### src/rtl/dispensador_billetes_if.sv
// Signal bundle between the transaction controller / bill feeder and dispensador_billetes.
// The slave modport is the sequencer's view; master is the controller/mechanism side.
interface dispensador_billetes_if #(
  parameter int unsigned INV_W = 8
);
  logic             ENTREGAR_DINERO;
  logic [31:0]      MONTO;
  logic             CARGA_STB;
  logic [1:0]       CARGA_DENOM;
  logic [INV_W-1:0] CARGA_CANT;
  logic             BILLETE_ACK;
  logic             BILLETE_REQ;
  logic [1:0]       BILLETE_DENOM;
  logic             OCUPADO;
  logic             ENTREGA_COMPLETA;
  logic             MONTO_INVALIDO;
  logic             FALLA_MECANISMO;

  modport slave (
    input  ENTREGAR_DINERO, MONTO, CARGA_STB, CARGA_DENOM, CARGA_CANT, BILLETE_ACK,
    output BILLETE_REQ, BILLETE_DENOM, OCUPADO, ENTREGA_COMPLETA, MONTO_INVALIDO, FALLA_MECANISMO
  );

  modport master (
    output ENTREGAR_DINERO, MONTO, CARGA_STB, CARGA_DENOM, CARGA_CANT, BILLETE_ACK,
    input  BILLETE_REQ, BILLETE_DENOM, OCUPADO, ENTREGA_COMPLETA, MONTO_INVALIDO, FALLA_MECANISMO
  );
endinterface

### src/rtl/dispensador_billetes.sv
// Greedy cash-dispenser sequencer: splits MONTO into bills against a per-denomination
// inventory and feeds them one by one over REQ/ACK. Macro DISPENSADOR_TIMEOUT_EN adds an ACK timeout.
module dispensador_billetes #(
  parameter int unsigned DEN0           = 20000,
  parameter int unsigned DEN1           = 10000,
  parameter int unsigned DEN2           = 5000,
  parameter int unsigned DEN3           = 1000,
  parameter int unsigned INV_W          = 8,
  parameter int unsigned TIMEOUT_CICLOS = 255
) (
  input  logic                   CLK,
  input  logic                   RESET,
  dispensador_billetes_if.slave  bus
);

  typedef enum logic [2:0] {
    IDLE     = 3'd0,
    CALC     = 3'd1,
    SOLICITA = 3'd2,
    PAUSA    = 3'd3,
    FIN      = 3'd4,
    RECHAZO  = 3'd5
  } estado_t;

  estado_t          estado_q, estado_d;
  logic [31:0]      rem_q, rem_d;
  logic [1:0]       idx_q, idx_d;
  logic [INV_W-1:0] n_q   [4];
  logic [INV_W-1:0] n_d   [4];
  logic [INV_W-1:0] inv_q [4];
  logic [INV_W-1:0] inv_d [4];
  logic             req_q, req_d;
  logic [1:0]       denom_q, denom_d;
  logic             ocupado_q, ocupado_d;
  logic             completa_q, completa_d;
  logic             invalido_q, invalido_d;
  logic             todos_cero;

`ifdef DISPENSADOR_TIMEOUT_EN
  localparam int unsigned CNT_W = $clog2(TIMEOUT_CICLOS + 1);
  logic [CNT_W-1:0] cnt_q, cnt_d;
  logic             falla_q, falla_d;
`endif

  function automatic logic [31:0] den_valor(input logic [1:0] idx);
    case (idx)
      2'd0:    den_valor = 32'(DEN0);
      2'd1:    den_valor = 32'(DEN1);
      2'd2:    den_valor = 32'(DEN2);
      default: den_valor = 32'(DEN3);
    endcase
  endfunction

  function automatic logic [INV_W-1:0] suma_sat(input logic [INV_W-1:0] a, input logic [INV_W-1:0] b);
    logic [INV_W:0] s;
    s = {1'b0, a} + {1'b0, b};
    if (s[INV_W]) suma_sat = {INV_W{1'b1}};
    else          suma_sat = s[INV_W-1:0];
  endfunction

  assign todos_cero = (n_q[0] == {INV_W{1'b0}}) && (n_q[1] == {INV_W{1'b0}}) &&
                      (n_q[2] == {INV_W{1'b0}}) && (n_q[3] == {INV_W{1'b0}});

  // Next-state, working registers, inventory and registered-output values.
  always_comb begin
    estado_d = estado_q;
    rem_d    = rem_q;
    idx_d    = idx_q;
    for (int k = 0; k < 4; k++) begin
      n_d[k]   = n_q[k];
      inv_d[k] = inv_q[k];
    end
`ifdef DISPENSADOR_TIMEOUT_EN
    cnt_d   = {CNT_W{1'b0}};
    falla_d = 1'b0;
`endif

    case (estado_q)
      IDLE: begin
        if (bus.ENTREGAR_DINERO) begin
          rem_d = bus.MONTO;
          idx_d = 2'd0;
          for (int k = 0; k < 4; k++) n_d[k] = {INV_W{1'b0}};
          if (bus.MONTO == 32'd0) estado_d = RECHAZO;
          else                    estado_d = CALC;
        end else if (bus.CARGA_STB) begin
          inv_d[bus.CARGA_DENOM] = suma_sat(inv_q[bus.CARGA_DENOM], bus.CARGA_CANT);
        end else begin
          estado_d = IDLE;
        end
      end
      CALC: begin
        // Compare before subtracting so rem never underflows.
        if ((rem_q >= den_valor(idx_q)) && (n_q[idx_q] < inv_q[idx_q])) begin
          rem_d      = rem_q - den_valor(idx_q);
          n_d[idx_q] = n_q[idx_q] + INV_W'(1);
        end else if (idx_q == 2'd3) begin
          idx_d = 2'd0;
          if (rem_q == 32'd0) estado_d = SOLICITA;
          else                estado_d = RECHAZO;
        end else begin
          idx_d = idx_q + 2'd1;
        end
      end
      SOLICITA: begin
        if (todos_cero) begin
          estado_d = FIN;
        end else if (n_q[idx_q] == {INV_W{1'b0}}) begin
          idx_d = idx_q + 2'd1;
        end else if (req_q && bus.BILLETE_ACK) begin
          n_d[idx_q]   = n_q[idx_q] - INV_W'(1);
          inv_d[idx_q] = inv_q[idx_q] - INV_W'(1);
          estado_d     = PAUSA;
        end else begin
`ifdef DISPENSADOR_TIMEOUT_EN
          if (cnt_q == CNT_W'(TIMEOUT_CICLOS - 1)) begin
            estado_d = IDLE;
            falla_d  = 1'b1;
          end else begin
            cnt_d = cnt_q + CNT_W'(1);
          end
`else
          estado_d = SOLICITA;
`endif
        end
      end
      // Going straight to FIN after the last bill makes the completion pulse follow the last ACK by one cycle.
      PAUSA: begin
        if (todos_cero) estado_d = FIN;
        else            estado_d = SOLICITA;
      end
      FIN:     estado_d = IDLE;
      RECHAZO: estado_d = IDLE;
      default: estado_d = IDLE;
    endcase

    req_d      = (estado_d == SOLICITA) && (n_d[idx_d] != {INV_W{1'b0}});
    if (req_d) denom_d = idx_d;
    else       denom_d = 2'd0;
    ocupado_d  = (estado_d != IDLE);
    completa_d = (estado_d == FIN);
    invalido_d = (estado_d == RECHAZO);
  end

  // State, working registers, inventory and registered outputs.
  always_ff @(posedge CLK or negedge RESET) begin
    if (!RESET) begin
      estado_q   <= IDLE;
      rem_q      <= 32'd0;
      idx_q      <= 2'd0;
      for (int k = 0; k < 4; k++) begin
        n_q[k]   <= {INV_W{1'b0}};
        inv_q[k] <= {INV_W{1'b0}};
      end
      req_q      <= 1'b0;
      denom_q    <= 2'd0;
      ocupado_q  <= 1'b0;
      completa_q <= 1'b0;
      invalido_q <= 1'b0;
`ifdef DISPENSADOR_TIMEOUT_EN
      cnt_q      <= {CNT_W{1'b0}};
      falla_q    <= 1'b0;
`endif
    end else begin
      estado_q   <= estado_d;
      rem_q      <= rem_d;
      idx_q      <= idx_d;
      for (int k = 0; k < 4; k++) begin
        n_q[k]   <= n_d[k];
        inv_q[k] <= inv_d[k];
      end
      req_q      <= req_d;
      denom_q    <= denom_d;
      ocupado_q  <= ocupado_d;
      completa_q <= completa_d;
      invalido_q <= invalido_d;
`ifdef DISPENSADOR_TIMEOUT_EN
      cnt_q      <= cnt_d;
      falla_q    <= falla_d;
`endif
    end
  end

  assign bus.BILLETE_REQ      = req_q;
  assign bus.BILLETE_DENOM    = denom_q;
  assign bus.OCUPADO          = ocupado_q;
  assign bus.ENTREGA_COMPLETA = completa_q;
  assign bus.MONTO_INVALIDO   = invalido_q;
`ifdef DISPENSADOR_TIMEOUT_EN
  assign bus.FALLA_MECANISMO  = falla_q;
`else
  assign bus.FALLA_MECANISMO  = 1'b0;
`endif

endmodule

### src/flat_wrapper.sv
// flat-port wrapper written by rule: the top's interface ports become plain ports
module dispensador_billetes_flat 
#(
  parameter int unsigned DEN0           = 20000,
  parameter int unsigned DEN1           = 10000,
  parameter int unsigned DEN2           = 5000,
  parameter int unsigned DEN3           = 1000,
  parameter int unsigned INV_W          = 8,
  parameter int unsigned TIMEOUT_CICLOS = 255
)
  (CLK, RESET, bus_ENTREGAR_DINERO, bus_MONTO, bus_CARGA_STB, bus_CARGA_DENOM, bus_CARGA_CANT, bus_BILLETE_ACK, bus_BILLETE_REQ, bus_BILLETE_DENOM, bus_OCUPADO, bus_ENTREGA_COMPLETA, bus_MONTO_INVALIDO, bus_FALLA_MECANISMO);
  dispensador_billetes_if #(.INV_W(INV_W)) bus_i ();
  input  logic CLK;
  input  logic RESET;
  input wire logic [$bits(bus_i.ENTREGAR_DINERO)-1:0] bus_ENTREGAR_DINERO;
  input wire logic [$bits(bus_i.MONTO)-1:0] bus_MONTO;
  input wire logic [$bits(bus_i.CARGA_STB)-1:0] bus_CARGA_STB;
  input wire logic [$bits(bus_i.CARGA_DENOM)-1:0] bus_CARGA_DENOM;
  input wire logic [$bits(bus_i.CARGA_CANT)-1:0] bus_CARGA_CANT;
  input wire logic [$bits(bus_i.BILLETE_ACK)-1:0] bus_BILLETE_ACK;
  output wire logic [$bits(bus_i.BILLETE_REQ)-1:0] bus_BILLETE_REQ;
  output wire logic [$bits(bus_i.BILLETE_DENOM)-1:0] bus_BILLETE_DENOM;
  output wire logic [$bits(bus_i.OCUPADO)-1:0] bus_OCUPADO;
  output wire logic [$bits(bus_i.ENTREGA_COMPLETA)-1:0] bus_ENTREGA_COMPLETA;
  output wire logic [$bits(bus_i.MONTO_INVALIDO)-1:0] bus_MONTO_INVALIDO;
  output wire logic [$bits(bus_i.FALLA_MECANISMO)-1:0] bus_FALLA_MECANISMO;
  assign bus_i.ENTREGAR_DINERO = bus_ENTREGAR_DINERO;
  assign bus_i.MONTO = bus_MONTO;
  assign bus_i.CARGA_STB = bus_CARGA_STB;
  assign bus_i.CARGA_DENOM = bus_CARGA_DENOM;
  assign bus_i.CARGA_CANT = bus_CARGA_CANT;
  assign bus_i.BILLETE_ACK = bus_BILLETE_ACK;
  assign bus_BILLETE_REQ = bus_i.BILLETE_REQ;
  assign bus_BILLETE_DENOM = bus_i.BILLETE_DENOM;
  assign bus_OCUPADO = bus_i.OCUPADO;
  assign bus_ENTREGA_COMPLETA = bus_i.ENTREGA_COMPLETA;
  assign bus_MONTO_INVALIDO = bus_i.MONTO_INVALIDO;
  assign bus_FALLA_MECANISMO = bus_i.FALLA_MECANISMO;
  dispensador_billetes #(.DEN0(DEN0), .DEN1(DEN1), .DEN2(DEN2), .DEN3(DEN3), .INV_W(INV_W), .TIMEOUT_CICLOS(TIMEOUT_CICLOS)) u_core (.CLK(CLK), .RESET(RESET), .bus(bus_i));
endmodule
### config.mk
export PLATFORM = sky130hd
export DESIGN_NAME = dispensador_billetes_flat
export DESIGN_NICKNAME = d
export VERILOG_FILES = /design/src/rtl/dispensador_billetes_if.sv /design/src/rtl/dispensador_billetes.sv /design/src/flat_wrapper.sv
export SDC_FILE = /design/constraint.sdc
export NUM_CORES = 1
export LEC_CHECK = 0
export ABC_CLOCK_PERIOD_IN_PS = 4000
export BUFFER_PORTS_ARGS = -buffer_cell sky130_fd_sc_hd__buf_2
export CORE_MARGIN = 5
export CORE_UTILIZATION = 56
export CTS_CLUSTER_DIAMETER = 150
export DETAILED_ROUTE_END_ITERATION = 10
export PLACE_DENSITY = 0.8
export SLEW_MARGIN = 25
export SYNTH_ARGS = -nofsm -noshare
export SYNTH_HDL_FRONTEND = slang
export SYNTH_SLANG_ARGS = --single-unit
export TNS_END_PERCENT = 1
### constraint.sdc
create_clock -name CLK -period 4 [get_ports CLK]
set_input_delay 0.4 -clock CLK [delete_from_list [all_inputs] [get_ports CLK]]
set_output_delay 0.4 -clock CLK [all_outputs]
set_load 0.01 [all_outputs]
==> flow_metrics.py <==
metrics = {
    "finish": {
        "final_nets": 1061,
        "areaGrowthSynthToFinish_pct": 15.4,
        "n_antenna_cell": 0,
        "layout-drive-gt1-share_pct": 20.0,
    },
    "logic_synthesis": {
        "syn_inst": 898,
        "synth.most_common_cell": "nand2_1",
        "yosys_warnings": 0,
        "yosys-top-cells-area": "dfrtp_1 34%, mux4_2 6.8%, nand2_1 5.6%",
        "netlist_area_um2": 7900,
        "synth_cell_types": 85,
        "yosys.area.top_type_share_pct": 33.9,
        "synthArstFlopShare_pct": 100,
        "syn_nets": 981,
        "synth-main-ff-cell": "dfrtp_1",
        "synth.ff_latch_count": 107,
        "synth_top_area_cell": "dfrtp_1",
        "synth_commonest_cells": "117 x nand2_1, 107 x dfrtp_1, 81 x nor2_1",
        "synth_edf_count": 0,
        "seq_area_frac_synth_pct": 33.9,
        "syn_area_per_cell_um2": 8.80,
    },
    "cts": {
        "clockRootBuffer": "clkbuf_16",
        "cts-buffers-inserted": 9,
        "clk_pin_slew_ns": 0.07,
        "htreeDepth": 3,
        "cts_tree": "done",
        "cts_buffer_depth": 2,
        "clock_latency_ns": 0.37,
        "cts.sinks": 107,
    },
    "floorplanning": {
        "ios": 54,
        "core_area_um2": 13900,
        "start_util_pct": 56.9,
        "fp.dieH_um": 129,
        "dieArea_um2": 16600,
        "fp.dieW_um": 129,
        "rows": 43,
    },
    "critical_path": {
        "start_kind": "flip-flop",
        "critPathMaxFanout": 14,
        "criticalPathCategory": "reg2reg",
        "arrival_ns": 4.13,
        "crit_required_ns": 4.24,
        "end_kind": "flip-flop",
        "r2r-end": "u_core.bus.BILLETE_REQ$_DFF_PN0_",
        "r2r_setup_slack_ns": 0.11,
        "worstRegToRegCells": 15,
        "timing.rr.start": "u_core.idx_q[0]$_DFF_PN0_",
    },
    "route": {
        "antenna_left": 0,
        "num_vias": 7776,
        "drtIter0Drc": 1149,
        "post_drt_wl_per_cell_um": 22.2,
        "drc": 0,
        "wl_um": 25800,
        "vias_per_cell": 6.69,
        "dr.pass1.iters": 7,
    },
    "pwr": {
        "ir_worst_vdd_uv": 586,
        "p_leak_uw": 0.00402,
        "p_per_area_nw_per_um2": 1060,
    },
    "worst_hold_path": {
        "whs_path_depth": 2,
        "hp-start": "bus_MONTO[1]",
        "hp-class": "in2reg",
        "timing.hold.worst_endpoint": "u_core.rem_q[1]$_DFFE_PN0P_",
    },
    "global_route": {
        "grt_pass1_wl_um": 41000,
        "grt_overflow": 0,
        "grt_max_degree": 45,
        "grt_pass1_vias": 7635,
        "antenna_found_initial": 0,
        "grt_util_all_layers_pct": 31.5,
    },
    "place": {
        "dpl.hpwl_um": 19200,
        "routabilityCongestion": 1.06,
        "place_ws_ns": 0.0161,
        "io_buffers": 52,
    },
    "sta": {
        "setup_viol": 0,
        "tightest_slew_ns": 0.858,
        "fmax_ghz": 0.257,
        "drv_slew": 0,
        "setup_ws_ns": 0.113,
        "post-route-period-util_pct": 97.2,
        "hold_ws_ns": 0.281,
        "skew_ns": 0.0170,
        "slew_headroom_pct": 42.4,
        "hold_viol_final": 0,
        "period_minus_slack_ns": 3.89,
    },
    "run_status": {
        "run_status": "complete, no violations",
    },
    "run": {
        "cap_viol_max_count": 0,
    },
}
==> where the power goes <==
group | internal (uW) | switching [uW] | total (uW)
Combinational | 2730 | 3990 | 6720
Sequential | 1520 | 413 | 1930
Clock | 548 | 431 | 979
Total | 4800 | 4840 | 9630
==> cell families after synthesis <==
kind of cell | after synthesis | share of synthesized area (%)
and+or+nand+nor | 329 | 20.6
AOI/OAI and AO/OA | 278 | 24.1
DFF | 107 | 33.9
buffers and inverters | 88 | 4.58
adders and majority gates | 36 | 5.89
muxes | 33 | 8.03
xor gates and xnor gates | 26 | 2.88
other | 1 | 0.0475
==> worst max path at each step <==
stage | from | slack, ns | end | cells past startpoint
2_1_floorplan | u_core.idx_q[1]$_DFF_PN0_ | -0.004 | u_core.bus.BILLETE_REQ$_DFF_PN0_ | 18
3_3_place_gp | u_core.idx_q[0]$_DFF_PN0_ | 0.15 | u_core.bus.BILLETE_REQ$_DFF_PN0_ | 13
3_5_place_dp | u_core.idx_q[0]$_DFF_PN0_ | 0.02 | u_core.bus.BILLETE_DENOM[0]$_DFF_PN0_ | 16
4_1_cts | u_core.idx_q[0]$_DFF_PN0_ | 0.04 | u_core.bus.BILLETE_DENOM[0]$_DFF_PN0_ | 13
5_1_grt | u_core.idx_q[0]$_DFF_PN0_ | -0.05 | u_core.bus.BILLETE_DENOM[0]$_DFF_PN0_ | 16
6_report | u_core.idx_q[0]$_DFF_PN0_ | 0.11 | u_core.bus.BILLETE_REQ$_DFF_PN0_ | 15
==> placed cells by master, fill, tap and decap left out, types with 4 or more instances in the layout <==
| cell type | netlist | routed |
|---|---|---|
| o22ai_1 | 10 | 10 |
| a21oi_1 | 59 | 57 |
| buf_2 | 4 | 51 |
| buf_4 | 3 | 56 |
| ha_1 | 34 | 32 |
| nor4_1 | 23 | 22 |
| mux2i_1 | 6 | 6 |
| nand2_1 | 117 | 117 |
| a32oi_1 | 4 | 4 |
| dfrtp_1 | 107 | 106 |
| o21a_1 | 7 | 7 |
| nor2_1 | 81 | 80 |
| nand3_1 | 15 | 15 |
| o221ai_1 | 8 | 7 |
| and3_1 | 9 | 9 |
| nand2b_1 | 7 | 6 |
| xor2_1 | 8 | 8 |
| o21ai_0 | 65 | 64 |
| a22oi_1 | 27 | 27 |
| o21ai_1 | 5 | 5 |
| nor3_1 | 17 | 17 |
| nor2b_1 | 12 | 10 |
| xnor2_1 | 18 | 18 |
| nand4_1 | 12 | 12 |
| buf_12 | 0 | 4 |
| mux4_2 | 24 | 24 |
| and2_1 | 4 | 4 |
| or3_1 | 7 | 7 |
| o22a_1 | 7 | 7 |
| a22o_1 | 14 | 14 |
| clkbuf_16 | 0 | 9 |
| a31oi_1 | 12 | 12 |
| a21o_1 | 7 | 7 |
| inv_1 | 42 | 41 |
==> per-stage QoR <==
stage	setup TNS (ns)	util, %	instance area (um^2)	cells	total power (uW)
2_1_floorplan	-0.00403	-	7920	898	5960
3_3_place_gp	0	62.2	8630	1136	8090
3_5_place_dp	0	62.2	8630	1136	8190
4_1_cts	0	64.5	8960	1152	9210
5_1_grt	-0.109	65.7	9120	1162	10300
6_report	0	65.7	9120	1162	9630
==> routing by layer <==
metal | vias up | track usage, % | routed length, um
met2 | 493 | 50.1 | 12000
li1 | 3509 | - | -
met3 | 86 | 7.93 | 2700
met5 | - | 0 | 0
met1 | 3688 | 41.9 | 10100
met4 | 0 | 11.4 | 974
==> area by class of cell <==
class	instances	area (um^2)
clock buffer	9	225
clock inverter	6	87.6
fill	1167	4760
inverter	43	161
multi-input combinational	703	4950
sequential	107	2680
tap	180	225
timing repair buffer	114	788
==> registers in the layout (all words and copies together) (netlist names) <==
register / count
u_core.bus.BILLETE_DENOM: 2
u_core.bus.BILLETE_REQ: 1
u_core.bus.ENTREGA_COMPLETA: 1
u_core.bus.MONTO_INVALIDO: 1
u_core.bus.OCUPADO: 1
u_core.estado_q: 3
u_core.idx_q: 2
u_core.inv_q: 32
u_core.n_q: 32
u_core.rem_q: 32
==> worst max-delay path, stage by stage, from the launching register on <==
cell      delay [ns]
dfrtp_2         0.44
buf_12          0.17
buf_4           0.15
mux4_2          0.34
inv_1           0.04
ha_1            0.24
and4_1          0.23
o211a_1         0.30
or3_4           0.46
a21oi_4         0.21
buf_4           0.16
o221ai_2        0.12
nor2b_1         0.18
or4_1           0.46
o22ai_1         0.20
nor3_1          0.06
==> repair_timing <==
item | 4_1_cts | 5_1_grt
hold endpoints to repair | 29 | 0
buffers inserted | 0 | 10
setup endpoints to repair | 1 | 7
hold buffers | 1 | 0
gates resized for setup | 1 | 17
pin swaps | 0 | 4
No activity file was read; power rests on OpenSTA's default activity.
